## src/rtl/mean3_pkg.sv

```systemverilog
// Shared constants and types for the mean-of-three unit arbiter.
package mean3_pkg;

  localparam int unsigned DW             = 8;
  localparam int unsigned START_WAIT_DEF = 4;
  localparam int unsigned TIMEOUT_DEF    = 255;

  // Arbiter FSM encoding
  localparam logic [1:0] S_IDLE   = 2'd0;
  localparam logic [1:0] S_LAUNCH = 2'd1;
  localparam logic [1:0] S_RUN    = 2'd2;
  localparam logic [1:0] S_DONE   = 2'd3;

  // Operands latched from the granted requester
  typedef struct packed {
    logic [DW-1:0] a;
    logic [DW-1:0] b;
    logic [DW-1:0] c;
  } ops_t;

endpackage

```

## src/rtl/mean3_arbiter_if.sv

```systemverilog
// Bus between the arbiter (master) and the shared mean-of-three unit (slave).
interface mean3_arbiter_if;

  logic                     u_start;
  logic [mean3_pkg::DW-1:0] u_InA;
  logic [mean3_pkg::DW-1:0] u_InB;
  logic                     u_busy;
  logic [mean3_pkg::DW-1:0] u_Out;

  modport master (output u_start, output u_InA, output u_InB, input u_busy, input u_Out);
  modport slave  (input u_start, input u_InA, input u_InB, output u_busy, output u_Out);

endinterface

```

## src/rtl/rr_arb2.sv

```systemverilog
// Two-input round-robin grant with a registered last-served pointer.
module rr_arb2 (
  input  logic       clk,
  input  logic       reset,
  input  logic [1:0] req,
  input  logic       upd,
  input  logic       served,
  output logic       gnt_valid_c,
  output logic       gnt_id_c
);

  logic last;

  // Pointer starts at 1 so requester 0 wins the first tie
  always_ff @(posedge clk or posedge reset) begin
    if (reset) begin
      last <= 1'b1;
    end else if (upd) begin
      last <= served;
    end
  end

  // Single request wins outright; a tie goes to the one not served last
  always_comb begin
    gnt_valid_c = |req;
    gnt_id_c    = 1'b0;
    if (req == 2'b10) begin
      gnt_id_c = 1'b1;
    end else if (req == 2'b11) begin
      gnt_id_c = ~last;
    end
  end

endmodule

```

## src/rtl/mean3_arbiter.sv

```systemverilog
// Shares one mean-of-three unit between two requesters, with a watchdog.
module mean3_arbiter
  import mean3_pkg::*;
#(
  parameter int unsigned START_WAIT = START_WAIT_DEF,
  parameter int unsigned TIMEOUT    = TIMEOUT_DEF,
  parameter int unsigned CW         = 8
) (
  input  logic          clk,
  input  logic          reset,
  input  logic          req0,
  input  logic [DW-1:0] a0,
  input  logic [DW-1:0] b0,
  input  logic [DW-1:0] c0,
  output logic          ack0,
  output logic [DW-1:0] res0,
  input  logic          req1,
  input  logic [DW-1:0] a1,
  input  logic [DW-1:0] b1,
  input  logic [DW-1:0] c1,
  output logic          ack1,
  output logic [DW-1:0] res1,
  mean3_arbiter_if.master u,
  output logic          owner,
  output logic          active,
  output logic          err
);

  logic [1:0]    state, state_n;
  logic [CW-1:0] cnt, cnt_n;
  ops_t          ops, ops_n;
  logic          owner_n, ack0_n, ack1_n, err_n, start_n, active_n;
  logic [DW-1:0] res0_n, res1_n, ina_n, inb_n;
  logic          gnt_valid_c, gnt_id_c, upd_c;

  rr_arb2 u_rr (
    .clk         (clk),
    .reset       (reset),
    .req         ({req1, req0}),
    .upd         (upd_c),
    .served      (owner),
    .gnt_valid_c (gnt_valid_c),
    .gnt_id_c    (gnt_id_c)
  );

  // State, watchdog and all outputs are registered from their next values
  always_ff @(posedge clk or posedge reset) begin
    if (reset) begin
      state     <= S_IDLE;
      cnt       <= '0;
      ops       <= '0;
      owner     <= 1'b0;
      ack0      <= 1'b0;
      ack1      <= 1'b0;
      res0      <= '0;
      res1      <= '0;
      err       <= 1'b0;
      active    <= 1'b0;
      u.u_start <= 1'b0;
      u.u_InA   <= '0;
      u.u_InB   <= '0;
    end else begin
      state     <= state_n;
      cnt       <= cnt_n;
      ops       <= ops_n;
      owner     <= owner_n;
      ack0      <= ack0_n;
      ack1      <= ack1_n;
      res0      <= res0_n;
      res1      <= res1_n;
      err       <= err_n;
      active    <= active_n;
      u.u_start <= start_n;
      u.u_InA   <= ina_n;
      u.u_InB   <= inb_n;
    end
  end

  // Next-state logic; unit-side outputs follow the state being entered
  always_comb begin
    state_n = state;
    cnt_n   = cnt;
    ops_n   = ops;
    owner_n = owner;
    res0_n  = res0;
    res1_n  = res1;
    err_n   = err;
    ack0_n  = 1'b0;
    ack1_n  = 1'b0;
    upd_c   = 1'b0;

    case (state)
      S_IDLE: begin
        cnt_n = '0;
        if (gnt_valid_c) begin
          owner_n = gnt_id_c;
          ops_n.a = gnt_id_c ? a1 : a0;
          ops_n.b = gnt_id_c ? b1 : b0;
          ops_n.c = gnt_id_c ? c1 : c0;
          state_n = S_LAUNCH;
        end
      end
      S_LAUNCH: begin
        if (u.u_busy) begin
          cnt_n   = '0;
          state_n = S_RUN;
        end else if (cnt == CW'(START_WAIT - 1)) begin
          cnt_n   = '0;
          err_n   = 1'b1;
          state_n = S_IDLE;
        end else begin
          cnt_n = cnt + CW'(1);
        end
      end
      S_RUN: begin
        if (!u.u_busy) begin
          // Result is captured as busy falls so res is valid alongside ack
          if (owner) begin
            res1_n = u.u_Out;
            ack1_n = 1'b1;
          end else begin
            res0_n = u.u_Out;
            ack0_n = 1'b1;
          end
          state_n = S_DONE;
        end else if (cnt == CW'(TIMEOUT - 1)) begin
          cnt_n   = '0;
          err_n   = 1'b1;
          state_n = S_IDLE;
        end else begin
          cnt_n = cnt + CW'(1);
        end
      end
      S_DONE: begin
        upd_c   = 1'b1;
        state_n = S_IDLE;
      end
    endcase

    start_n  = (state_n == S_LAUNCH);
    active_n = (state_n != S_IDLE);
    ina_n    = '0;
    inb_n    = '0;
    if (state_n == S_LAUNCH) begin
      ina_n = ops_n.a;
      inb_n = ops_n.b;
    end else if (state_n == S_RUN) begin
      ina_n = ops_n.c;
      inb_n = ops_n.b;
    end
  end

endmodule

```

## src/flat_wrapper.sv

```systemverilog
// flat-port wrapper written by rule: the top's interface ports become plain ports
module mean3_arbiter_flat import mean3_pkg::*;
#(
  parameter int unsigned START_WAIT = START_WAIT_DEF,
  parameter int unsigned TIMEOUT    = TIMEOUT_DEF,
  parameter int unsigned CW         = 8
)
  (clk, reset, req0, a0, b0, c0, ack0, res0, req1, a1, b1, c1, ack1, res1, owner, active, err, u_u_start, u_u_InA, u_u_InB, u_u_busy, u_u_Out);
  mean3_arbiter_if u_i ();
  input  logic clk;
  input  logic reset;
  input  logic req0;
  input  logic [DW-1:0] a0;
  input  logic [DW-1:0] b0;
  input  logic [DW-1:0] c0;
  output logic ack0;
  output logic [DW-1:0] res0;
  input  logic req1;
  input  logic [DW-1:0] a1;
  input  logic [DW-1:0] b1;
  input  logic [DW-1:0] c1;
  output logic ack1;
  output logic [DW-1:0] res1;
  output logic owner;
  output logic active;
  output logic err;
  output wire logic [$bits(u_i.u_start)-1:0] u_u_start;
  output wire logic [$bits(u_i.u_InA)-1:0] u_u_InA;
  output wire logic [$bits(u_i.u_InB)-1:0] u_u_InB;
  input wire logic [$bits(u_i.u_busy)-1:0] u_u_busy;
  input wire logic [$bits(u_i.u_Out)-1:0] u_u_Out;
  assign u_u_start = u_i.u_start;
  assign u_u_InA = u_i.u_InA;
  assign u_u_InB = u_i.u_InB;
  assign u_i.u_busy = u_u_busy;
  assign u_i.u_Out = u_u_Out;
  mean3_arbiter #(.START_WAIT(START_WAIT), .TIMEOUT(TIMEOUT), .CW(CW)) u_core (.clk(clk), .reset(reset), .req0(req0), .a0(a0), .b0(b0), .c0(c0), .ack0(ack0), .res0(res0), .req1(req1), .a1(a1), .b1(b1), .c1(c1), .ack1(ack1), .res1(res1), .u(u_i), .owner(owner), .active(active), .err(err));
endmodule
```

## config.mk

```make
export PLATFORM = sky130hd
export DESIGN_NAME = mean3_arbiter_flat
export DESIGN_NICKNAME = d
export VERILOG_FILES = /design/src/rtl/mean3_pkg.sv /design/src/rtl/mean3_arbiter_if.sv /design/src/rtl/rr_arb2.sv /design/src/rtl/mean3_arbiter.sv /design/src/flat_wrapper.sv
export SDC_FILE = /design/constraint.sdc
export NUM_CORES = 1
export LEC_CHECK = 0
export ABC_AREA = 0
export CORE_MARGIN = 5
export CORE_UTILIZATION = 47
export CTS_CLUSTER_DIAMETER = 30
export CTS_CLUSTER_SIZE = 25
export DETAILED_ROUTE_END_ITERATION = 10
export PLACE_DENSITY = 0.77
export RECOVER_POWER = 25
export SETUP_SLACK_MARGIN = 0.5
export SYNTH_ARGS = -nofsm -noshare
export SYNTH_HDL_FRONTEND = slang
export SYNTH_SLANG_ARGS = --single-unit
```

## constraint.sdc

```tcl
create_clock -name clk -period 3 [get_ports clk]
set_clock_uncertainty 0.2 [all_clocks]
set_input_delay 0.75 -clock clk [delete_from_list [all_inputs] [get_ports clk]]
set_output_delay 0.75 -clock clk [all_outputs]
set_load 0.01 [all_outputs]
```

---- After elaboration in Yosys (flattened, before gate mapping) ----
Index checks and enable logic that the tools add are counted.
word-level totals
  register bits ........................... 73
  latch bits .............................. 0
  RAM bits ................................ 0
  ROM bits ................................ 0
  input bits .............................. 61
  memories ................................ 0
operators by class
  add/subtract/negate cells ............... 1
  $mul .................................... 0
  divide/modulo/power cells ............... 0
  magnitude comparators ................... 0
  equality and inequality tests ........... 13
  shift-type cells ........................ 0
  muxes and demuxes ....................... 34
  bitwise operators ....................... 3
  reductions and logical operators ........ 10
operator list
  cell                                                                   number
  8-bit two-way mux                                                      11
  24-bit two-way mux                                                     2
  8-bit one-hot mux with 3 select lines                                  1
  1-bit two-way mux                                                      13
  2-bit equality test, second input constant                             5
  2-bit two-way mux                                                      5
  8-bit by 1-bit adder with 8-bit output, second input constant          1
  8-bit by 2-bit equality test with 1-bit output, second input constant  1
  8-bit equality test, second input constant                             1
  2-bit one-hot mux with 4 select lines                                  1
  3-bit AND reduction                                                    2
  5-bit AND reduction                                                    1
  2-bit by 1-bit equality test with 1-bit output, second input constant  2
  2-bit by 1-bit != test with 1-bit output, second input constant        2
  2-bit != test, second input constant                                   2
  2-bit AND reduction                                                    2
  2-bit nonzero test                                                     2
  1-bit NOT                                                              3
  3-bit nonzero test                                                     1
  2-bit zero test                                                        1
  1-bit one-hot mux with 2 select lines                                  1
  2-bit OR reduction                                                     1

---- Longest topological paths before layout ----
  depth in word-level cells ............... 8
  depth in mapped cells ................... 10
  depth with buffers taken out ............ 8

---- Modules after synthesis ----
Synthesis repeated with hierarchy kept, for this count alone.
unflattened totals
  cell total of the unflattened synthesis .. 294
  area total of the unflattened synthesis .. 3,337.0 µm²
modules (own cells, without submodules)
  module         times used  cells each  area each (µm²)  seq. area each (µm²)
  mean3_arbiter  1           289         3,278.1          1,801.7
  rr_arb2        1           5           58.8             26.3

---- Worst setup path before layout ----
No wires, ideal clock.
  kind .................................... register -> register
  start point ............................. register u_core.state[1]
  end point ............................... register u_core.u.u_InA[0]
  arrival time ............................ 2.161 ns
  required time ........................... 2.717 ns
  slack ................................... 0.556 ns
  stages on the path, launching flop included .. 10
  path through ............................ dfrtp_1 > inv_1 > ha_1 > or3b_2 > o211ai_1 > a32o_1 > clkbuf_1 > buf_2 > nand3_1 > o21ai_0
between the ends
  cells in the longest elaborated chain, start to end .. 6
  elaborated cells on any way between the ends .. 15
  classes of those cells .................. eq/ne (5); mux (9); reduce/logical (1)
ends and longest elaborated chain
  item                                         RTL line                                    RTL
  from (decl)                                  mean3_arbiter.sv:29                         logic [1:0] state, state_n;
  from (signal assigned)                       mean3_arbiter.sv:63                         state <= state_n;
  2-bit two-way mux, on equally long branches  mean3_arbiter.sv:126, mean3_arbiter.sv:107
  2-bit two-way mux, on equally long branches  mean3_arbiter.sv:116, mean3_arbiter.sv:104
  2-bit one-hot mux with 4 select lines        mean3_arbiter.sv:92                         case (state)
  2-bit equality test                          mean3_arbiter.sv:147                        end else if (state_n == S_RUN) begin
  8-bit two-way mux                            mean3_arbiter.sv:147
  8-bit two-way mux (*)                        mean3_arbiter.sv:144                        if (state_n == S_LAUNCH) begin
  via u_core.ina_n[0]                          mean3_arbiter.sv:33                         logic [DW-1:0] res0_n, res1_n, ina_n, inb_n;
  to (signal assigned)                         mean3_arbiter.sv:74                         u.u_InA <= ina_n;
  to (decl)                                    mean3_arbiter_if.sv:10                      modport master (output u_start, output u_InA, output u_InB, input u_busy, input u_Out);
The timed path passes the listed nets; every way through them passes the cells marked *.
A chain may end at the register's enable or synchronous reset.

---- Final worst setup path ----
  start point ............................. register u_core.state[0]
  end point ............................... register u_core.u.u_InB[0]
between the ends
  cells in the longest elaborated chain, start to end .. 6
  elaborated cells on any way between the ends .. 15
  classes of those cells .................. eq/ne (5); mux (9); reduce/logical (1)
ends and longest elaborated chain
  item                                         RTL line                                    RTL
  2-bit two-way mux, on equally long branches  mean3_arbiter.sv:126, mean3_arbiter.sv:107
  2-bit two-way mux, on equally long branches  mean3_arbiter.sv:116, mean3_arbiter.sv:104
  2-bit one-hot mux with 4 select lines        mean3_arbiter.sv:92
  2-bit equality test                          mean3_arbiter.sv:147
  8-bit two-way mux                            mean3_arbiter.sv:147
  8-bit two-way mux (*)                        mean3_arbiter.sv:144
  via u_core.inb_n[0]                          mean3_arbiter.sv:33
  to (signal assigned)                         mean3_arbiter.sv:75                         u.u_InB <= inb_n;
  to (decl)                                    mean3_arbiter_if.sv:10
Marked as above.

==> impl_metrics.ini <==
[worst_hold_path]
worstHoldStart = u_core.err
hold_path_depth = 1
min_to = u_core.err
hp-class = flip-flop to flip-flop

[routing]
vias_per_cell = 4.97
num_vias = 2511
antenna_left = 0
remaining_drc_errors = 0
wl_per_cell_um = 14.8
first_pass_iters = 4
routed_wl_mm = 7.49
drt-initial-drc-count = 102

[floorplan]
core-area_um2 = 6790
die_w_um = 93.4
fp.dieH_um = 93.4
design.die.area_um2 = 8720
num_rows = 30
initial_core_util = 0.481
pin_count = 99

[power_and_ir_drop]
power.leakage_uw = 0.00212
total_power_uw = 4200
ir_drop_v = 0.000615
pwr_density_cell_nw_per_um2 = 884

[clocking]
path_clk_slew_ns = 0.07
cts_buffer_depth = 2
cts_tree = done
cts_hold_buf = 0
htree_levels = 3
cts_buffers = 9
clkLatencyLatePin_ns = 0.33
cts_sinks = 73
cts_root_buf = clkbuf_8

[setup_path]
worstPathRequired_ns = 3.01
reg2reg_slack_ns = 0.54
crit_fanout = 8
critPathKind = flip-flop to flip-flop
crit_arrival_ns = 2.47
reg2reg_depth = 8
rr_startpoint = u_core.state[0]
reg2reg_to = u_core.u.u_InB[0]
critPathLaunchType = flip-flop
cp-end-kind = flip-flop

[timing]
fin_crit_ns = 2.46
maxSlewHeadroom = 0.734
fmax_mhz = 406
tns_ns = 0
worst_slew_pin_slew_ns = 0.396
period_share = 0.821
finalHoldViolCount = 0
finalSetupViolCount = 0
slew_violations = 0
rsz0062_at_grt = true

[global_routing]
grt_usage = 0.176
grt_pass1_wl_mm = 12.1
antenna_found_initial = 0
grt_pass1_vias = 2608
grt_max_degree = 74
grt_overflow_total = 0

[logic_synthesis]
synth-xor-area-share = 0.0130
ys_warn_count = 0
synth_compound_area_frac = 0.0945
synth-edff-count = 0
dominantRegCellSynth = dfrtp_1
syn_area_um2 = 3270
synth_cells = 292
synth_top_family_by_area = multiplexers
synthArstFlopShare = 1.00
syn-num-nets = 361
synthAdderAreaFrac = 0.0306
seq_area_frac_synth = 0.559
yosys.area_share.simple = 0.136
avgSynthCellArea_um2 = 11.2
synthMuxAreaShare = 0.138
synth_seq_cells = 73
synthDistinctLibCells = 43

[layout]
drive_above_1_share = 0.171
nets = 474
diodes = 0
n_fill_cell = 516
syn2layout_area_growth_pct = 45.4

[run]
drv_cap = 0

[run_status]
status = complete, no violations

[placement]
port_buffers = 98
routabilityCongestion = 0.769
place_hpwl_mm = 5.28
## layout make-up
type	count	area (µm²)	area share
Clock buffer	10	128	0.0268
Tap cell	96	120	0.0253
Timing Repair Buffer	116	1170	0.247
Sequential cell	73	1830	0.385
Multi-Input combinational cell	197	1390	0.292
Clock inverter	5	81.3	0.0171
Inverter	8	31.3	0.00658
## where the power goes
| part | leakage (µW) | switching (µW) | internal, µW |
|---|---|---|---|
| Sequential | 0.000928 | 155 | 1370 |
| Clock | 0.000102 | 347 | 464 |
| Combinational | 0.00109 | 901 | 968 |
## metal layers
layer | vias up | track usage | share of wire
met1 | 1209 | 0.216 | 0.40
met2 | 69 | 0.304 | 0.52
li1 | 1224 | - | -
met5 | - | 0 | 0
met4 | 0 | 0.0586 | 0.015
met3 | 9 | 0.0434 | 0.066
## cells in the final DEF (no fill, tap or decap), types with 2 or more instances in the layout
master	netlist	routed
a21o_1	2	2
a21oi_1	3	3
buf_12	0	4
buf_4	0	13
bufinv_16	0	2
clkbuf_8	0	9
clkdlybuf4s50_1	0	96
dfrtp_1	72	70
dfrtp_2	0	2
ha_1	8	7
inv_1	7	5
inv_2	1	2
mux2_2	17	17
mux2i_1	26	26
nand2_1	45	45
nand2b_1	3	3
nand3_1	10	10
nor2_1	7	7
nor2b_1	12	12
nor3_1	2	2
o21ai_0	30	26
o21ai_1	5	8
o31ai_1	2	2
or2_2	2	2
or3_1	2	2
xnor2_1	2	2
## synthesized netlist by cell type, types with 2 or more instances
cell / instances / share of area
xnor2_1: 2 / 0.0054
or3_1: 2 / 0.0038
o31ai_1: 2 / 0.0046
buf_2: 3 / 0.0046
ha_1: 8 / 0.031
nor2b_1: 12 / 0.023
a21o_1: 2 / 0.0046
or2_2: 2 / 0.0038
o21ai_1: 5 / 0.0077
nor2_1: 7 / 0.0080
dfrtp_1: 72 / 0.55
mux2_2: 17 / 0.059
o21ai_0: 30 / 0.046
nand2b_1: 3 / 0.0057
clkbuf_1: 10 / 0.011
mux2i_1: 26 / 0.080
inv_1: 7 / 0.0080
nor3_1: 2 / 0.0031
a21oi_1: 3 / 0.0046
nand3_1: 10 / 0.015
nand2_1: 45 / 0.052
## kinds of logic after synthesis
family,after synthesis
XOR/XNOR,4
AND/OR/NAND/NOR,91
multiplexers,43
adder cells (fa/ha/maj),8
AO/OA/AOI/OAI,51
buffers and inverters,22
flip-flops,73
## worst max-delay path by stage
stage                    startpoint                 to  slack, ns  cells after the start
floorplan           u_core.state[1]  u_core.u.u_InA[0]       0.56                      9
global placement               req1  u_core.u.u_InB[7]       0.18                      6
detailed placement             req1  u_core.u.u_InB[0]       0.12                      6
CTS                 u_core.state[1]  u_core.u.u_InB[0]       0.47                      7
global route        u_core.state[0]  u_core.u.u_InB[3]       0.44                      8
finish              u_core.state[0]  u_core.u.u_InB[0]       0.54                      8
## worst max-delay path, cell delays in order (launching register included)
cell and delay (ns):
dfrtp_1 0.45, inv_1 0.14, ha_2 0.25, or3b_2 0.48, o22ai_2 0.23, a311oi_4 0.06, buf_4 0.18, xnor2_4 0.26
nor2b_1 0.09
## registers in the layout, indices dropped and copies added (netlist names)
register,cells
u_core.cnt,8
u_core.owner,1
u_core.ack0,1
u_core.res1,8
u_core.err,1
u_core.u.u_InB,8
u_core.u_rr.last,1
u_core.u.u_InA,8
u_core.ack1,1
u_core.state,2
u_core.active,1
u_core.ops,24
u_core.u.u_start,1
u_core.res0,8
## repair_timing
item,CTS,global route
setup buffers,0,8
pin swaps,0,6
endpoints found under the setup margin,10,22
resized for setup,0,13
## through the flow
step | worst slack (ns) | instances | utilization | area [µm²] | hold WS [ns]
final | 0.537 | 505 | 0.700 | 4750 | 0.297
after global routing | 0.444 | 505 | 0.700 | 4750 | 0.323
after CTS | 0.467 | 497 | 0.684 | 4650 | 0.299
after detailed placement | 0.123 | 482 | 0.653 | 4440 | 0.268
after global placement | 0.175 | 482 | 0.653 | 4440 | 0.261
after floorplan | 0.556 | 292 | - | 3270 | 0.246
Note: power is estimated with default switching activity, not from simulation.
